<file path="src/rtl/demux_channel_sequencer_if.sv">
// Handshake and beat bus between the serial upstream, the channel sequencer and the 1-to-8 demux.
// The master side drives the input stream and out_ready; the slave side is the sequencer.
interface demux_channel_sequencer_if #(
    parameter int NCH = 8,
    parameter int SW  = 3
);
    logic [NCH-1:0] en_mask;
    logic           in_valid;
    logic           in_data;
    logic           in_sof;
    logic           in_ready;
    logic           out_ready;
    logic [SW-1:0]  s;
    logic           a;
    logic           out_valid;
    logic           frame_done;
    logic           frame_abort;

    modport master (
        output en_mask, in_valid, in_data, in_sof, out_ready,
        input  in_ready, s, a, out_valid, frame_done, frame_abort
    );

    modport slave (
        input  en_mask, in_valid, in_data, in_sof, out_ready,
        output in_ready, s, a, out_valid, frame_done, frame_abort
    );
endinterface

</file>
<file path="src/rtl/demux_channel_sequencer.sv">
// Routes each accepted serial bit to the next enabled demux channel in ascending order,
// with one registered output beat (s, a, frame_done) and a frame_abort pulse on early sof.
module demux_channel_sequencer #(
    parameter int NCH = 8,
    parameter int SW  = 3
) (
    input  logic                     clk,
    input  logic                     rst,
    demux_channel_sequencer_if.slave bus
);
    typedef enum logic {IDLE, RUN} state_t;

    state_t         state_q, state_d;
    logic [NCH-1:0] mask_q, mask_d;
    logic [SW-1:0]  ptr_q, ptr_d;
    logic [SW-1:0]  s_q, s_d;
    logic           a_q, a_d;
    logic           vld_q, vld_d;
    logic           done_q, done_d;
    logic           abort_q, abort_d;
    logic           accept;
    logic           load;
    logic [SW-1:0]  ch;
    logic [SW-1:0]  last_ch;

    function automatic logic [SW-1:0] lowest_set(input logic [NCH-1:0] m);
        lowest_set = '0;
        for (int i = NCH - 1; i >= 0; i--) begin
            if (m[i]) lowest_set = i[SW-1:0];
        end
    endfunction

    function automatic logic [SW-1:0] highest_set(input logic [NCH-1:0] m);
        highest_set = '0;
        for (int i = 0; i < NCH; i++) begin
            if (m[i]) highest_set = i[SW-1:0];
        end
    endfunction

    // Strictly above the pointer, no wrap: a frame only ever walks upward.
    function automatic logic [SW-1:0] next_above(input logic [NCH-1:0] m, input logic [SW-1:0] p);
        next_above = '0;
        for (int i = NCH - 1; i >= 0; i--) begin
            if (m[i] && (i > int'(p))) next_above = i[SW-1:0];
        end
    endfunction

    assign bus.in_ready = !vld_q | bus.out_ready;
    assign accept       = bus.in_valid & bus.in_ready;

    always_comb begin
        state_d = state_q;
        mask_d  = mask_q;
        ptr_d   = ptr_q;
        s_d     = s_q;
        a_d     = a_q;
        vld_d   = vld_q;
        done_d  = done_q;
        abort_d = 1'b0;
        load    = 1'b0;
        ch      = '0;
        last_ch = '0;

        if (bus.out_ready || accept) begin
            vld_d  = 1'b0;
            a_d    = 1'b0;
            done_d = 1'b0;
        end

        if (accept) begin
            if (bus.in_sof) begin
                abort_d = (state_q == RUN);
                mask_d  = bus.en_mask;
                state_d = IDLE;
                if (bus.en_mask != '0) begin
                    load    = 1'b1;
                    ch      = lowest_set(bus.en_mask);
                    last_ch = highest_set(bus.en_mask);
                end
            end else if (state_q == RUN) begin
                load    = 1'b1;
                ch      = next_above(mask_q, ptr_q);
                last_ch = highest_set(mask_q);
            end
        end

        if (load) begin
            s_d     = ch;
            a_d     = bus.in_data;
            vld_d   = 1'b1;
            done_d  = (ch == last_ch);
            ptr_d   = ch;
            state_d = (ch == last_ch) ? IDLE : RUN;
        end
    end

    always_ff @(posedge clk) begin
        if (rst) begin
            state_q <= IDLE;
            mask_q  <= '0;
            ptr_q   <= '0;
            s_q     <= '0;
            a_q     <= 1'b0;
            vld_q   <= 1'b0;
            done_q  <= 1'b0;
            abort_q <= 1'b0;
        end else begin
            state_q <= state_d;
            mask_q  <= mask_d;
            ptr_q   <= ptr_d;
            s_q     <= s_d;
            a_q     <= a_d;
            vld_q   <= vld_d;
            done_q  <= done_d;
            abort_q <= abort_d;
        end
    end

    assign bus.s           = s_q;
    assign bus.a           = a_q;
    assign bus.out_valid   = vld_q;
    assign bus.frame_done  = done_q;
    assign bus.frame_abort = abort_q;
endmodule
</file>
<file path="src/flat_wrapper.sv">
// flat-port wrapper written by rule: the top's interface ports become plain ports
module demux_channel_sequencer_flat 
#(
    parameter int NCH = 8,
    parameter int SW  = 3
)
  (clk, rst, bus_en_mask, bus_in_valid, bus_in_data, bus_in_sof, bus_out_ready, bus_in_ready, bus_s, bus_a, bus_out_valid, bus_frame_done, bus_frame_abort);
  demux_channel_sequencer_if #(.NCH(NCH), .SW(SW)) bus_i ();
  input  logic clk;
  input  logic rst;
  input wire logic [$bits(bus_i.en_mask)-1:0] bus_en_mask;
  input wire logic [$bits(bus_i.in_valid)-1:0] bus_in_valid;
  input wire logic [$bits(bus_i.in_data)-1:0] bus_in_data;
  input wire logic [$bits(bus_i.in_sof)-1:0] bus_in_sof;
  input wire logic [$bits(bus_i.out_ready)-1:0] bus_out_ready;
  output wire logic [$bits(bus_i.in_ready)-1:0] bus_in_ready;
  output wire logic [$bits(bus_i.s)-1:0] bus_s;
  output wire logic [$bits(bus_i.a)-1:0] bus_a;
  output wire logic [$bits(bus_i.out_valid)-1:0] bus_out_valid;
  output wire logic [$bits(bus_i.frame_done)-1:0] bus_frame_done;
  output wire logic [$bits(bus_i.frame_abort)-1:0] bus_frame_abort;
  assign bus_i.en_mask = bus_en_mask;
  assign bus_i.in_valid = bus_in_valid;
  assign bus_i.in_data = bus_in_data;
  assign bus_i.in_sof = bus_in_sof;
  assign bus_i.out_ready = bus_out_ready;
  assign bus_in_ready = bus_i.in_ready;
  assign bus_s = bus_i.s;
  assign bus_a = bus_i.a;
  assign bus_out_valid = bus_i.out_valid;
  assign bus_frame_done = bus_i.frame_done;
  assign bus_frame_abort = bus_i.frame_abort;
  demux_channel_sequencer #(.NCH(NCH), .SW(SW)) u_core (.clk(clk), .rst(rst), .bus(bus_i));
endmodule
</file>
<file path="config.mk">
export PLATFORM = sky130hd
export DESIGN_NAME = demux_channel_sequencer_flat
export DESIGN_NICKNAME = d
export VERILOG_FILES = /design/src/rtl/demux_channel_sequencer_if.sv /design/src/rtl/demux_channel_sequencer.sv /design/src/flat_wrapper.sv
export SDC_FILE = /design/constraint.sdc
export NUM_CORES = 1
export LEC_CHECK = 0
export ABC_CLOCK_PERIOD_IN_PS = 3400
export CAP_MARGIN = 10
export CORE_MARGIN = 2
export CORE_UTILIZATION = 53
export CTS_CLUSTER_DIAMETER = 100
export DETAILED_ROUTE_END_ITERATION = 7
export PLACE_DENSITY = 0.83
export SYNTH_ARGS = -nofsm -noshare
export SYNTH_HDL_FRONTEND = slang
export SYNTH_SLANG_ARGS = --single-unit
</file>
<file path="constraint.sdc">
create_clock -name clk -period 3.4 [get_ports clk]
set_input_delay 0.51 -clock clk [delete_from_list [all_inputs] [get_ports clk]]
set_output_delay 0.51 -clock clk [all_outputs]
set_load 0.05 [all_outputs]
</file>
## After elaboration in Yosys (flattened, before gate mapping)

Index checks and enable logic that the tools add are counted.

- $lt $le $gt $ge: 7
- $add $sub $neg: 0
- Bitwise gates (word level): 4
- Equality and inequality tests: 1
- Reduce and logical (&&, ||, !) cells: 16
- Divide/modulo/power cells: 0
- Multiply operators: 0
- Mux-type cells: 49
- Shifts and indexed selects: 0

Operators by type and width:

| kind | number |
|---|---|
| 3-bit 2-to-1 mux | 31 |
| 1-bit 2-to-1 mux | 14 |
| 3-bit greater-than comparator, first input constant | 4 |
| 2-bit 2-to-1 mux | 4 |
| 8-bit nonzero test | 1 |
| 1-bit logical AND | 7 |
| 2-bit by 3-bit greater-than comparator with 1-bit output, first input constant | 2 |
| 2-bit nonzero test | 3 |
| 2-bit AND reduction | 2 |
| 3-bit equality test | 1 |
| 1-bit by 3-bit greater-than comparator with 1-bit output, first input constant | 1 |
| 3-bit OR reduction | 1 |
| 1-bit NOT | 2 |
| 1-bit AND | 1 |
| 1-bit zero test | 1 |
| 1-bit logical OR | 1 |
| 1-bit bitwise OR | 1 |

- Memories kept: 0
- Word-level logic and storage cells: 84
- RAM bits: 0
- Latch bits: 0
- Input port bits: 14
- Output and inout port bits: 8
- Flip-flop bits (word level): 16
- ROM bits: 0

## Depth between registers and ports, before layout

- Depth after elaboration: 15
- Mapped depth: 8

## Least setup slack after synthesis

Ideal clock, no wire load.

- Path type: reg2reg
- Start point: reg u_core.vld_q, in the netlist u_core.bus.out_valid
- End point: reg u_core.mask_q[1]
- Path buffers: 1
- Data arrival time: 2.052 ns
- Stages on the path, launching flop included: 7
- Setup time: 0.128 ns
- Clock period less this slack: 2.180 ns
- Slack: 1.220 ns
- Cells stage by stage: dfxtp_1 -> nand2b_1 -> and2_1 -> clkbuf_1 -> nand2_1 -> mux2i_1 -> nor2_1

- Cells in the longest elaborated chain, start to end: 4

Ends and longest elaborated chain:

| element | line | text |
|---|---|---|
| start, declared | demux_channel_sequencer.sv:18 | `logic vld_q, vld_d;` |
| start signal, assigned | demux_channel_sequencer.sv:113 | `vld_q <= vld_d;` |
| 1-bit zero test | demux_channel_sequencer.sv:48 | `assign bus.in_ready = !vld_q \| bus.out_ready;` |
| 1-bit bitwise OR | demux_channel_sequencer.sv:48 |  |
| named net bus_in_ready | flat_wrapper.sv:16 | `output wire logic [$bits(bus_i.in_ready)-1:0] bus_in_ready;` |
| 1-bit AND | demux_channel_sequencer.sv:49 | `assign accept = bus.in_valid & bus.in_ready;` |
| 2-bit AND reduction (no source line) | n/a |  |
| end signal, assigned | demux_channel_sequencer.sv:109 | `mask_q <= mask_d;` |
| end, declared | demux_channel_sequencer.sv:14 | `logic [NCH-1:0] mask_q, mask_d;` |

The timed path passes the listed nets, and every way through them passes these cells.
A chain may end at the register's enable or synchronous reset.

## Worst setup path in the final report

- Start point: in bus_out_ready
- End point: out bus_in_ready

- Cells in the longest elaborated chain, start to end: 1

Ends and longest elaborated chain:

| element | line | text |
|---|---|---|
| start, declared | flat_wrapper.sv:15 | `input wire logic [$bits(bus_i.out_ready)-1:0] bus_out_ready;` |
| 1-bit bitwise OR | demux_channel_sequencer.sv:48 |  |
| end, declared | flat_wrapper.sv:16 |  |

No other way between the ends.

==> flow_summary.yaml <==
placed_design:
  gp_congestion: 0.8887
  dpl.hpwl_mm: 1.954
  placed_area_sq_um: 1206
  io_buffers: 21
  dp_cells: 159
clock_tree:
  insertion_delay_ns: 0.32
  cts_max_level: 1
  cts_buffer_depth: 2
  cts_tree: "built"
  clock_sinks: 15
  cts_root_buf: "clkbuf_4"
  cts_resized: 0
  clkTransAtPathRegs_ns: 0.10
  ctsHoldBuffers: 0
  cts_buffers: 3
  postCtsSetupBuffers: 0
layout:
  seq_area_sq_um: 300.3
  syn2layout_area_growth_pct: 24.49
  final_cells: 163
  nFillCells: 140
  antenna_cells: 0
  multi_input_area_sq_um: 641.9
  fin_area_sq_um: 1234
  utilization: 0.7068
  fin_nets: 153
  layout-drive-gt1-share: 0.1159
synthesis:
  async_flop_share: 0
  syn_area_per_cell_sq_um: 8.398
  synth_nets: 132
  ys_seq_area_frac: 0.3030
  synth_top_area_cell: "dfxtp_1"
  synth-edff-count: 0
  synth_ff_type: "dfxtp_1"
  ys_types: 41
  post-synth-top-area-fraction: 0.3030
  yosysWarnings: 0
  synthMostInstantiatedCell: "nor2_1"
  yosys_register_bits: 15
  syn_inst: 118
  synth_area_leaders: "dfxtp_1, mux2i_1, nor2_1"
  syn-cell-area_sq_um: 991.0
  ys_top_cells_by_count: "nor2_1, dfxtp_1, a21oi_1"
sta:
  final-hold-violation-count: 0
  setup_viol: 0
  rsz0062_at_grt: "no"
  relSlewSlack: 0.6306
  period_share: 0.7384
  max_freq_ghz: 0.3983
  holdWs_ns: 0.4995
  clock-skew-final_ns: 0.004539
  report.final.slew_viol_count: 0
  min_period_ns: 2.511
  finalSetupTns_ns: 0
  tightest_slew_ns: 0.5523
route:
  routed_via_density: 6.288
  routed_wl_mm: 2.631
  drc: 0
  vias: 1025
  wl_per_cell_um: 16.14
  postRouteAntennaNets: 0
  dr.pass1.iters: 4
  drt-initial-drc-count: 24
floorplan:
  dieArea_sq_um: 2232
  ios: 22
  start_util: 0.5677
  die_w_um: 47.24
  core_area_sq_um: 1745
  fp-row-count: 15
  fp.dieH_um: 47.24
worst_setup_path:
  critPathArrivalTime_ns: 2.00
  cp-end-kind: "output pin"
  r2r_start: "u_core.ptr_q[1]"
  crit_type: "input port to output pin"
  worst_r2r_path_depth: 7
  worst_r2r_endpoint: "u_core.state_q"
  cp.required_ns: 2.89
  crit_fanout: 5
  r2r_setup_slack_ns: 1.35
  crit_path_start_kind: "input port"
min_path:
  min_path_cells: 1
  hold_class: "flip-flop to flip-flop"
  hp-start: "u_core.bus.a"
  worstHoldEndpoint: "u_core.bus.a"
global_route:
  grt_max_degree: 16
  grt_usage: 0.2611
  grt_pass1_wl_mm: 4.015
  antenna_found_initial: 0
  overflow: 0
  grt_pass1_vias: 892
run_status:
  status: "completed"
flow_run:
  drv_cap: 0
power_and_ir_drop:
  p_leak_nw: 0.4789
  power_density_nw_per_um2: 372.5
  ir_worst_vdd_mv: 0.2575
-- state kept, by name, summed over array words and instances, names as in the netlist --
signal	flops
u_core.bus.frame_abort	1
u_core.bus.out_valid	1
u_core.mask_q	7
u_core.state_q	1
u_core.bus.a	1
u_core.bus.frame_done	1
u_core.ptr_q	3
-- report_power, final --
group / internal (mW) / switching (mW)
clock network: 0.0442 / 0.0715
logic: 0.0622 / 0.0798
registers: 0.187 / 0.0150
-- through the flow --
stage / setup WS (ns) / total power, mW
5_1_grt: 0.8279 / 0.4705
4_1_cts: 0.8921 / 0.4525
3_5_place_dp: 0.9111 / 0.3452
3_3_place_gp: 0.9226 / 0.3407
6_report: 0.8893 / 0.4596
2_1_floorplan: 1.220 / 0.2970
-- kinds of logic after synthesis --
| family | count (synthesis) | share of synthesized area |
|---|---|---|
| AO/OA/AOI/OAI | 41 | 0.3119 |
| AND/OR/NAND/NOR | 42 | 0.2462 |
| flip-flops | 15 | 0.3030 |
| multiplexers | 8 | 0.08081 |
| buffers and inverters | 11 | 0.04924 |
| XOR/XNOR | 1 | 0.008840 |
-- metal layers --
metal / share of wire / routed length [um] / track usage
met1: 0.41 / 1087 / 0.3510
met2: 0.47 / 1236 / 0.4108
met3: 0.088 / 231 / 0.03846
met4: 0.029 / 75 / 0.1167
met5: 0 / 0 / 0
-- critical path: stages --
cell             delay (ns)
clkdlybuf4s50_1        0.47
nand2b_1               0.19
clkdlybuf4s50_1        0.83
-- how the worst max path moves through the flow --
stage                               startpoint                to  slack (ns)  cells past startpoint
final                            bus_out_ready      bus_in_ready        0.89                      3
after global routing             bus_out_ready      bus_in_ready        0.83                      3
after CTS                        bus_out_ready      bus_in_ready        0.89                      3
after detailed placement         bus_out_ready      bus_in_ready        0.91                      3
after global placement           bus_out_ready      bus_in_ready        0.92                      3
after floorplan           u_core.bus.out_valid  u_core.mask_q[1]        1.22                      6
-- layout make-up --
cell class	instances	share of cell area
Inverter	6	0.01826
Sequential cell	15	0.2434
Clock buffer	3	0.01826
Multi-Input combinational cell	92	0.5203
Timing Repair Buffer	21	0.1704
Clock inverter	1	0.004057
Tap cell	25	0.02536
-- cell usage in the layout, fill, tap and decap left out, types with 4 or more instances in the layout --
cell	count
clkdlybuf4s50_1	21
nor2_1	16
dfxtp_1	15
a21oi_1	10
mux2i_1	8
inv_1	6
o21ai_0	6
nand2b_1	4
nor3_1	4
No activity file was read; power rests on OpenSTA's default activity.
